==> config.mk <==
export PLATFORM = sky130hd
export DESIGN_NAME = td_alu_sequencer_flat
export DESIGN_NICKNAME = d
export VERILOG_FILES = /design/src/rtl/td_alu_sequencer_if.sv /design/src/rtl/td_alu_sequencer.sv /design/src/flat_wrapper.sv
export SDC_FILE = /design/constraint.sdc
export NUM_CORES = 1
export LEC_CHECK = 0
export CORE_UTILIZATION = 54
export CTS_CLUSTER_SIZE = 20
export DETAILED_ROUTE_END_ITERATION = 10
export HOLD_SLACK_MARGIN = 0.08
export PLACE_DENSITY = 0.79
export SLEW_MARGIN = 10
export SYNTH_ARGS = -nofsm -noshare
export SYNTH_HDL_FRONTEND = slang
export SYNTH_SLANG_ARGS = --single-unit
export TNS_END_PERCENT = 1
==> constraint.sdc <==
create_clock -name clk -period 2.72 [get_ports clk]
set_clock_uncertainty 0.05 [all_clocks]
set_input_delay 0.272 -clock clk [delete_from_list [all_inputs] [get_ports clk]]
set_output_delay 0.272 -clock clk [all_outputs]
set_load 0.03 [all_outputs]
==> src/rtl/td_alu_sequencer_if.sv <==
// -----------------------------------------------------------------------------
// td_alu_sequencer_if
//   Request/response bundle between a binary requester and td_alu_sequencer.
//
//   Request channel (valid/ready):
//     req_valid  requester -> sequencer  request valid
//     req_ready  sequencer -> requester  request ready (sequencer idle)
//     req_op     requester -> sequencer  3-bit opcode
//     req_a      requester -> sequencer  operand a, WIDTH bits
//     req_b      requester -> sequencer  operand b, WIDTH bits
//   Response channel (valid/ready):
//     resp_valid sequencer -> requester  response valid
//     resp_ready requester -> sequencer  response accepted
//     resp_data  sequencer -> requester  result, WIDTH bits
//     resp_err   sequencer -> requester  reserved opcode or measurement overflow
//
//   master: the requester side.  slave: the sequencer side.
// -----------------------------------------------------------------------------
interface td_alu_sequencer_if #(
   parameter int WIDTH = 4
);
   logic             req_valid;
   logic             req_ready;
   logic [2:0]       req_op;
   logic [WIDTH-1:0] req_a;
   logic [WIDTH-1:0] req_b;
   logic             resp_valid;
   logic             resp_ready;
   logic [WIDTH-1:0] resp_data;
   logic             resp_err;

   modport master (
      output req_valid, req_op, req_a, req_b, resp_ready,
      input  req_ready, resp_valid, resp_data, resp_err
   );

   modport slave (
      input  req_valid, req_op, req_a, req_b, resp_ready,
      output req_ready, resp_valid, resp_data, resp_err
   );
endinterface

==> src/rtl/td_alu_sequencer.sv <==
// -----------------------------------------------------------------------------
// td_alu_sequencer
//   Runs one time-domain ALU operation at a time for a single binary
//   requester. A request (opcode, a, b) is captured, the ALU op-select lines
//   are driven, and each operand is pulse-width encoded onto td_a/td_b over a
//   window of 2**WIDTH cycles (value v = v cycles high). The ALU output td_y
//   is synchronized and its high samples are counted to recover the binary
//   result, which is returned on the response channel.
//
//   Ports:
//     clk        system clock
//     rst        synchronous, active-high reset (aborts any transaction)
//     bus        request/response channels (slave side of the interface)
//     busy       high whenever the sequencer is not idle
//     op_0..op_2 ALU op select, op_2 is the MSB
//     td_a, td_b pulse-encoded operands to the ALU
//     td_y       ALU output, asynchronous to clk
//
//   Sequence: IDLE -> SETUP (SETTLE cycles) -> DRIVE (2**WIDTH cycles)
//             -> DRAIN (2 cycles) -> RESP (until resp_ready) -> IDLE.
//   All outputs are registered.
// -----------------------------------------------------------------------------
module td_alu_sequencer #(
   parameter int WIDTH  = 4,
   parameter int SETTLE = 2
) (
   input  logic                clk,
   input  logic                rst,
   td_alu_sequencer_if.slave   bus,
   output logic                busy,
   output logic                op_0,
   output logic                op_1,
   output logic                op_2,
   output logic                td_a,
   output logic                td_b,
   input  logic                td_y
);

   localparam int WINDOW = 2 ** WIDTH;
   // Phase counter must hold both the settle count and the drive window.
   localparam int TMAX   = (SETTLE > WINDOW) ? SETTLE : WINDOW;
   localparam int TW     = $clog2(TMAX + 1);
   // Sample counter must reach WINDOW to detect a stuck-high td_y.
   localparam int CW     = WIDTH + 1;

   localparam logic [2:0] OP_CMP = 3'd2;

   typedef enum logic [2:0] {
      S_IDLE,
      S_SETUP,
      S_DRIVE,
      S_DRAIN,
      S_RESP
   } state_t;

   state_t           state_reg;
   logic [2:0]       op_reg;
   logic [WIDTH-1:0] a_reg;
   logic [WIDTH-1:0] b_reg;
   logic [TW-1:0]    t_reg;
   logic [CW-1:0]    cnt_reg;
   logic             sync1_reg;
   logic             sync2_reg;

   logic             req_ready_reg;
   logic             resp_valid_reg;
   logic [WIDTH-1:0] resp_data_reg;
   logic             resp_err_reg;
   logic             busy_reg;
   logic [2:0]       op_out_reg;
   logic             td_a_reg;
   logic             td_b_reg;

   logic [TW-1:0]    t_inc;
   logic [TW-1:0]    a_ext;
   logic [TW-1:0]    b_ext;
   logic [CW-1:0]    sync_ext;
   logic [CW-1:0]    cnt_plus;
   logic             op_reserved;

   assign t_inc       = t_reg + TW'(1);
   assign a_ext       = TW'(a_reg);
   assign b_ext       = TW'(b_reg);
   assign sync_ext    = CW'(sync2_reg);
   assign cnt_plus    = cnt_reg + sync_ext;
   assign op_reserved = op_reg[2] & op_reg[1];

   always_ff @(posedge clk) begin
      if (rst) begin
         state_reg      <= S_IDLE;
         op_reg         <= '0;
         a_reg          <= '0;
         b_reg          <= '0;
         t_reg          <= '0;
         cnt_reg        <= '0;
         sync1_reg      <= 1'b0;
         sync2_reg      <= 1'b0;
         req_ready_reg  <= 1'b1;
         resp_valid_reg <= 1'b0;
         resp_data_reg  <= '0;
         resp_err_reg   <= 1'b0;
         busy_reg       <= 1'b0;
         op_out_reg     <= '0;
         td_a_reg       <= 1'b0;
         td_b_reg       <= 1'b0;
      end else begin
         // Two-flop synchronizer for the asynchronous ALU output.
         sync1_reg <= td_y;
         sync2_reg <= sync1_reg;

         case (state_reg)
            S_IDLE: begin
               if (bus.req_valid && req_ready_reg) begin
                  op_reg        <= bus.req_op;
                  a_reg         <= bus.req_a;
                  b_reg         <= bus.req_b;
                  op_out_reg    <= bus.req_op;
                  t_reg         <= '0;
                  cnt_reg       <= '0;
                  req_ready_reg <= 1'b0;
                  busy_reg      <= 1'b1;
                  state_reg     <= S_SETUP;
               end
            end

            S_SETUP: begin
               if (op_reserved) begin
                  // Reserved opcodes spend a single SETUP cycle (nothing is
                  // ever driven on td_a/td_b) and answer with an error.
                  op_out_reg     <= '0;
                  resp_valid_reg <= 1'b1;
                  resp_data_reg  <= '0;
                  resp_err_reg   <= 1'b1;
                  state_reg      <= S_RESP;
               end else if (t_reg == TW'(SETTLE - 1)) begin
                  // First drive cycle is t=0: high iff operand is non-zero.
                  t_reg     <= '0;
                  td_a_reg  <= (a_ext != '0);
                  td_b_reg  <= (b_ext != '0);
                  state_reg <= S_DRIVE;
               end else begin
                  t_reg <= t_inc;
               end
            end

            S_DRIVE: begin
               // The synchronizer adds two cycles of delay, so the sample
               // seen during drive cycle t belongs to window position t-2.
               if (t_reg >= TW'(2)) begin
                  cnt_reg <= cnt_plus;
               end
               if (t_reg == TW'(WINDOW - 1)) begin
                  t_reg     <= '0;
                  td_a_reg  <= 1'b0;
                  td_b_reg  <= 1'b0;
                  state_reg <= S_DRAIN;
               end else begin
                  t_reg    <= t_inc;
                  td_a_reg <= (t_inc < a_ext);
                  td_b_reg <= (t_inc < b_ext);
               end
            end

            S_DRAIN: begin
               // The two drain cycles carry the last two window positions
               // out of the synchronizer.
               if (t_reg == '0) begin
                  cnt_reg <= cnt_plus;
                  t_reg   <= TW'(1);
               end else begin
                  op_out_reg     <= '0;
                  resp_valid_reg <= 1'b1;
                  if (op_reg == OP_CMP) begin
                     resp_data_reg <= {{(WIDTH-1){1'b0}}, sync2_reg};
                     resp_err_reg  <= 1'b0;
                  end else if (cnt_plus[WIDTH]) begin
                     // td_y high for the whole window: saturate and flag.
                     resp_data_reg <= '1;
                     resp_err_reg  <= 1'b1;
                  end else begin
                     resp_data_reg <= cnt_plus[WIDTH-1:0];
                     resp_err_reg  <= 1'b0;
                  end
                  state_reg <= S_RESP;
               end
            end

            S_RESP: begin
               if (bus.resp_ready) begin
                  resp_valid_reg <= 1'b0;
                  resp_data_reg  <= '0;
                  resp_err_reg   <= 1'b0;
                  busy_reg       <= 1'b0;
                  req_ready_reg  <= 1'b1;
                  state_reg      <= S_IDLE;
               end
            end

            default: begin
               state_reg <= S_IDLE;
            end
         endcase
      end
   end

   assign bus.req_ready  = req_ready_reg;
   assign bus.resp_valid = resp_valid_reg;
   assign bus.resp_data  = resp_data_reg;
   assign bus.resp_err   = resp_err_reg;
   assign busy           = busy_reg;
   assign op_0           = op_out_reg[0];
   assign op_1           = op_out_reg[1];
   assign op_2           = op_out_reg[2];
   assign td_a           = td_a_reg;
   assign td_b           = td_b_reg;

endmodule

==> src/flat_wrapper.sv <==
// flat-port wrapper written by rule: the top's interface ports become plain ports
module td_alu_sequencer_flat 
#(
   parameter int WIDTH  = 4,
   parameter int SETTLE = 2
)
  (clk, rst, busy, op_0, op_1, op_2, td_a, td_b, td_y, bus_req_valid, bus_req_op, bus_req_a, bus_req_b, bus_resp_ready, bus_req_ready, bus_resp_valid, bus_resp_data, bus_resp_err);
  td_alu_sequencer_if #(.WIDTH(WIDTH)) bus_i ();
  input  logic clk;
  input  logic rst;
  output logic busy;
  output logic op_0;
  output logic op_1;
  output logic op_2;
  output logic td_a;
  output logic td_b;
  input  logic td_y;
  input wire logic [$bits(bus_i.req_valid)-1:0] bus_req_valid;
  input wire logic [$bits(bus_i.req_op)-1:0] bus_req_op;
  input wire logic [$bits(bus_i.req_a)-1:0] bus_req_a;
  input wire logic [$bits(bus_i.req_b)-1:0] bus_req_b;
  input wire logic [$bits(bus_i.resp_ready)-1:0] bus_resp_ready;
  output wire logic [$bits(bus_i.req_ready)-1:0] bus_req_ready;
  output wire logic [$bits(bus_i.resp_valid)-1:0] bus_resp_valid;
  output wire logic [$bits(bus_i.resp_data)-1:0] bus_resp_data;
  output wire logic [$bits(bus_i.resp_err)-1:0] bus_resp_err;
  assign bus_i.req_valid = bus_req_valid;
  assign bus_i.req_op = bus_req_op;
  assign bus_i.req_a = bus_req_a;
  assign bus_i.req_b = bus_req_b;
  assign bus_i.resp_ready = bus_resp_ready;
  assign bus_req_ready = bus_i.req_ready;
  assign bus_resp_valid = bus_i.resp_valid;
  assign bus_resp_data = bus_i.resp_data;
  assign bus_resp_err = bus_i.resp_err;
  td_alu_sequencer #(.WIDTH(WIDTH), .SETTLE(SETTLE)) u_core (.clk(clk), .rst(rst), .bus(bus_i), .busy(busy), .op_0(op_0), .op_1(op_1), .op_2(op_2), .td_a(td_a), .td_b(td_b), .td_y(td_y));
endmodule
Yosys cells after proc, flatten, opt, wreduce, memory -nomap -nowiden:

Index checks and enable logic that the tools add are counted.

* add/subtract/negate cells: 2
* magnitude comparators: 3
* eq/ne operators: 17
* muxes and demuxes: 47
* bitwise gates (word level): 1
* reductions and logical operators: 19

Operators by type and width (count)
* $mux W5: 7
* $mux W3: 9
* $mux W4: 5
* $pmux W5 S4: 1
* $reduce_and A4 Y1: 4
* $mux W1: 15
* $pmux W3 S5: 1
* $pmux W5 S3: 1
* $ne A2 B1 Y1 const B: 6
* $pmux W4 S3: 1
* $lt A5 B4 Y1: 2
* $reduce_bool A5 Y1: 2
* $eq A3 B2 Y1 const B: 3
* $pmux W3 S3: 1
* $reduce_bool A3 Y1: 3
* $pmux W1 S2: 4
* $ne A2 B2 Y1 const B: 3
* $pmux W1 S3: 2
* $reduce_and A3 Y1: 2
* $add A5 B1 Y5: 1
* $add A5 B1 Y5 const B: 1
* $eq A5 B1 Y1 const B: 1
* $eq A5 B4 Y1 const B: 1
* $ge A5 B2 Y1 const B: 1
* 11 further kinds: 12

* register bits: 39
* bits of input ports: 16
* output and inout port bits: 13
* word-level logic and storage cells: 105

Longest topological paths before layout:

* word-level depth: 5
* gate-level depth with buffers: 8

Least setup slack after synthesis:

No wires, ideal clock.

* path type: register to register
* start point: reg u_core.t_reg[0]
* end point: reg u_core.td_b_reg (netlist: u_core.td_b)
* library setup time: 91 ps
* arrival time: 2085 ps
* required time: 2579 ps
* slack: 494 ps
* stages on the path, launching flop included: 9
* buffers on the path: 0
* cell sequence: dfxtp_1 ha_1 nand3_1 inv_1 ha_1 or4b_2 nor3b_1 a22oi_1 a311oi_1

* word-level cells in the longest chain between the ends: 4

RTL lines
* start: declaration: line td_alu_sequencer.sv:60 `logic [TW-1:0] t_reg;`
* start signal: assignment: line td_alu_sequencer.sv:142 `t_reg <= t_inc;`
* start signal: assignment: line td_alu_sequencer.sv:158 `t_reg <= t_inc;`
* $add A5 B1 Y5: line td_alu_sequencer.sv:81 `assign t_inc = t_reg + TW'(1);`
* $lt A5 B4 Y1: line td_alu_sequencer.sv:160 `td_b_reg <= (t_inc < b_ext);`
* $mux W1: line td_alu_sequencer.sv:152 `if (t_reg == TW'(WINDOW - 1)) begin`
* $pmux W1 S2: line td_alu_sequencer.sv:111 `case (state_reg)`
* end signal: assignment: line td_alu_sequencer.sv:139 `td_b_reg <= (b_ext != '0);`
* end signal: assignment: line td_alu_sequencer.sv:160
* end: declaration: line td_alu_sequencer.sv:72 `logic td_b_reg;`

Several ways; a longest one is shown, not always the timed one.
A chain may end at the register's enable or synchronous reset.

Worst setup path after layout:

* start point: reg u_core.t_reg[0]
* end point: reg u_core.td_a_reg (netlist: u_core.td_a)

* word-level cells in the longest chain between the ends: 4

RTL lines
* $add A5 B1 Y5: line td_alu_sequencer.sv:81
* $lt A5 B4 Y1: line td_alu_sequencer.sv:159 `td_a_reg <= (t_inc < a_ext);`
* $mux W1: line td_alu_sequencer.sv:152
* $pmux W1 S2: line td_alu_sequencer.sv:111
* end signal: assignment: line td_alu_sequencer.sv:138 `td_a_reg <= (a_ext != '0);`
* end signal: assignment: line td_alu_sequencer.sv:159
* end: declaration: line td_alu_sequencer.sv:71 `logic td_a_reg;`

Several ways; a longest one is shown, not always the timed one.

==> qor.txt <==
Longest Clk Path Bufs -> 2
Cts hold-fix bufs -> 0
Hold crit path type -> reg -> reg
Main flop type after synthesis -> dfxtp_1
Drt total wl -> 4.972 mm
Share of the yosys chip area belonging to registers -> 36.62%
First-pass GRT wire length -> 8.231 mm
Max transition margin -> 47.03%
Post-synth EDFFs -> 0
MaxCap Viol Count -> 0
Peak fanout along the critical path -> 9
Syn nets -> 284
Vias in the first global route -> 1,768
H-tree depth -> 2
Clock transition at path regs -> 0.08 ns
Drt via density -> 6.006
Fin crit share -> 89.41%
Slew of the pin with the lowest slew margin -> 0.7884 ns
TritonCTS clock tree -> yes
Flop2flop setup slack -> 0.29 ns
GR Overflow Total -> 0
Pwr/cell area -> 574.2 nW/µm²
Most frequent cell after synthesis -> dfxtp_1
Non-filler cells, final -> 331
RePlAce Congestion -> 0.9056
Die height -> 64.84 µm
DR iter-0 viols -> 135
Setup_tns -> 0 ns
Num ports -> 29
Outcome -> finished clean
Synth top area cells -> dfxtp_1 37%, ha_1 8.2%, nand2_1 6.5%
Crit path launch type -> register
Synth cell types -> 55
Fin. max-slew vios -> 0
Final nets -> 312
Syn avg cell area -> 8.394 µm²
Antenna fix cells -> 0
Top cells by count, synth -> 39 x dfxtp_1, 37 x nand2_1, 24 x a21oi_1, 15 x inv_1, 14 x ha_1
Post-synthesis async set-or-reset flop share -> 0%
DR vias -> 1,988
Fin. Hold Viols -> 0
WS Path Type -> reg -> reg
Detailed-route wire length per cell -> 15.02 µm
Fmax -> 0.4112 GHz
Max IR drop VDD -> 384.2 µV
Core Area -> 3716 µm²
Gate Count Post-Synth -> 254
Static leakage -> 0.001012 µW
Worst path required time -> 2.88 ns
Layout overhead on the synthesized area -> 21.60%
Clock root cell -> clkbuf_8
All-layer global routing usage -> 25.58%
CTS Sinks -> 39
Worst hold slack -> 0.4117 ns
Starting density of the core -> 57.37%
TritonRoute pass-1 iters -> 5
Synth area leader -> dfxtp_1
CTS resizes -> 0
Final core utilization -> 69.76%
Final setup viols -> 0
Initial antenna violation count -> 0
Antenna Nets Post-Route -> 0
Arr. time, crit path -> 2.59 ns
Setup crit end kind -> register
Synth top area share -> 36.62%
# rows -> 22
Die width -> 64.84 µm
Yosys warns -> 0
Post-route DRC -> 0
Share of cells above drive strength 1 -> 8.481%
Port Buf Inserts -> 28
Inserted Clock Buffers -> 5
Cell Area, Synth -> 2132 µm²
Largest net degree at the start of global routing -> 29
Post-DP HPWL -> 3.572 mm
Die footprint -> 4204 µm²
Placed cells -> 323
Post-CTS Setup Inserts -> 0
Worst-skew pair later-pin latency -> 0.29 ns
Tmin final -> 2.432 ns
RSZ-0062 raised after global routing -> false
Seq cells post-synth -> 39
placed cells by master, fill, tap and decap left out, drive strengths merged, types with 2 or more instances in the layout:
master,instances
dfxtp,39
nand2,37
clkdlybuf4s50,28
a21oi,24
inv,15
ha,14
o21ai,13
nand3,11
nor2,8
nand3b,5
nor2b,5
clkbuf,5
buf,5
nor3,4
a311oi,4
a21o,4
nor4b,3
and3,3
nor4,3
nand4,3
nor3b,3
a32o,3
a22o,3
xnor2,2
xor2,2
a31oi,2
o41ai,2
o21a,2
a21boi,2
a211oi,2
a221o,2
bufinv,2
or4b,2
metrics by stage:
step           power, µW  setup WS [ns]  area [µm²]
6_report            1489         0.2882        2592
5_1_grt             1555         0.1534        2592
4_1_cts             1491         0.2996        2592
3_5_place_dp       912.8         0.3185        2456
3_3_place_gp       910.7         0.3948        2456
2_1_floorplan      820.2         0.4941        2132
metal layers:
metal | wire (µm) | global-route usage [%]
met4 | 80 | 8.611
met3 | 325 | 5.634
met5 | 0 | 0
met1 | 2330 | 33.55
met2 | 2235 | 41.15
worst max-delay path, cell delays in order (launching register included):
cell,delay [ns]
dfxtp_1,0.41
ha_1,0.29
nand3_1,0.13
inv_1,0.05
ha_1,0.20
or4b_2,0.65
nor3b_1,0.21
o21ai_0,0.12
a211oi_1,0.24
final cells by class:
class / instances / area, µm²
Inverter: 16 / 60.06
Clock inverter: 3 / 67.56
Clock buffer: 5 / 68.82
Timing Repair Buffer: 33 / 317.8
Multi-Input combinational cell: 187 / 1237
Sequential cell: 39 / 780.7
Tap cell: 48 / 60.06
Fill cell: 322 / 1124
worst paths after layout:
| check | startpoint | end | depth (start not counted) |
|---|---|---|---|
| worst max register to register | u_core.t_reg[0]$_SDFFE_PP0P_ | u_core.td_a$_SDFFE_PP0P_ | 8 |
| worst min register to register | u_core.op_reg[0]$_SDFFE_PP0P_ | u_core.op_reg[0]$_SDFFE_PP0P_ | 2 |
| worst max-delay path | u_core.t_reg[0]$_SDFFE_PP0P_ | u_core.td_a$_SDFFE_PP0P_ | 8 |
| worst min-delay path | u_core.op_reg[0]$_SDFFE_PP0P_ | u_core.op_reg[0]$_SDFFE_PP0P_ | 2 |
kinds of logic after synthesis:
kind of cell             count (synthesis)  synth area share (%)
AO/OA/AOI/OAI                           76                 25.41
XOR/XNOR                                 4                 1.643
adder cells (fa/ha/maj)                 14                 8.216
buffers and inverters                   28                 5.340
flip-flops                              39                 36.62
AND/OR/NAND/NOR                         93                 22.77
report_power, final:
| part | switching, µW | internal (µW) |
|---|---|---|
| clock | 218 | 366 |
| sequential | 36.6 | 600 |
| combinational | 146 | 123 |
| total | 400 | 1090 |
(Power assumes the default switching activity.)
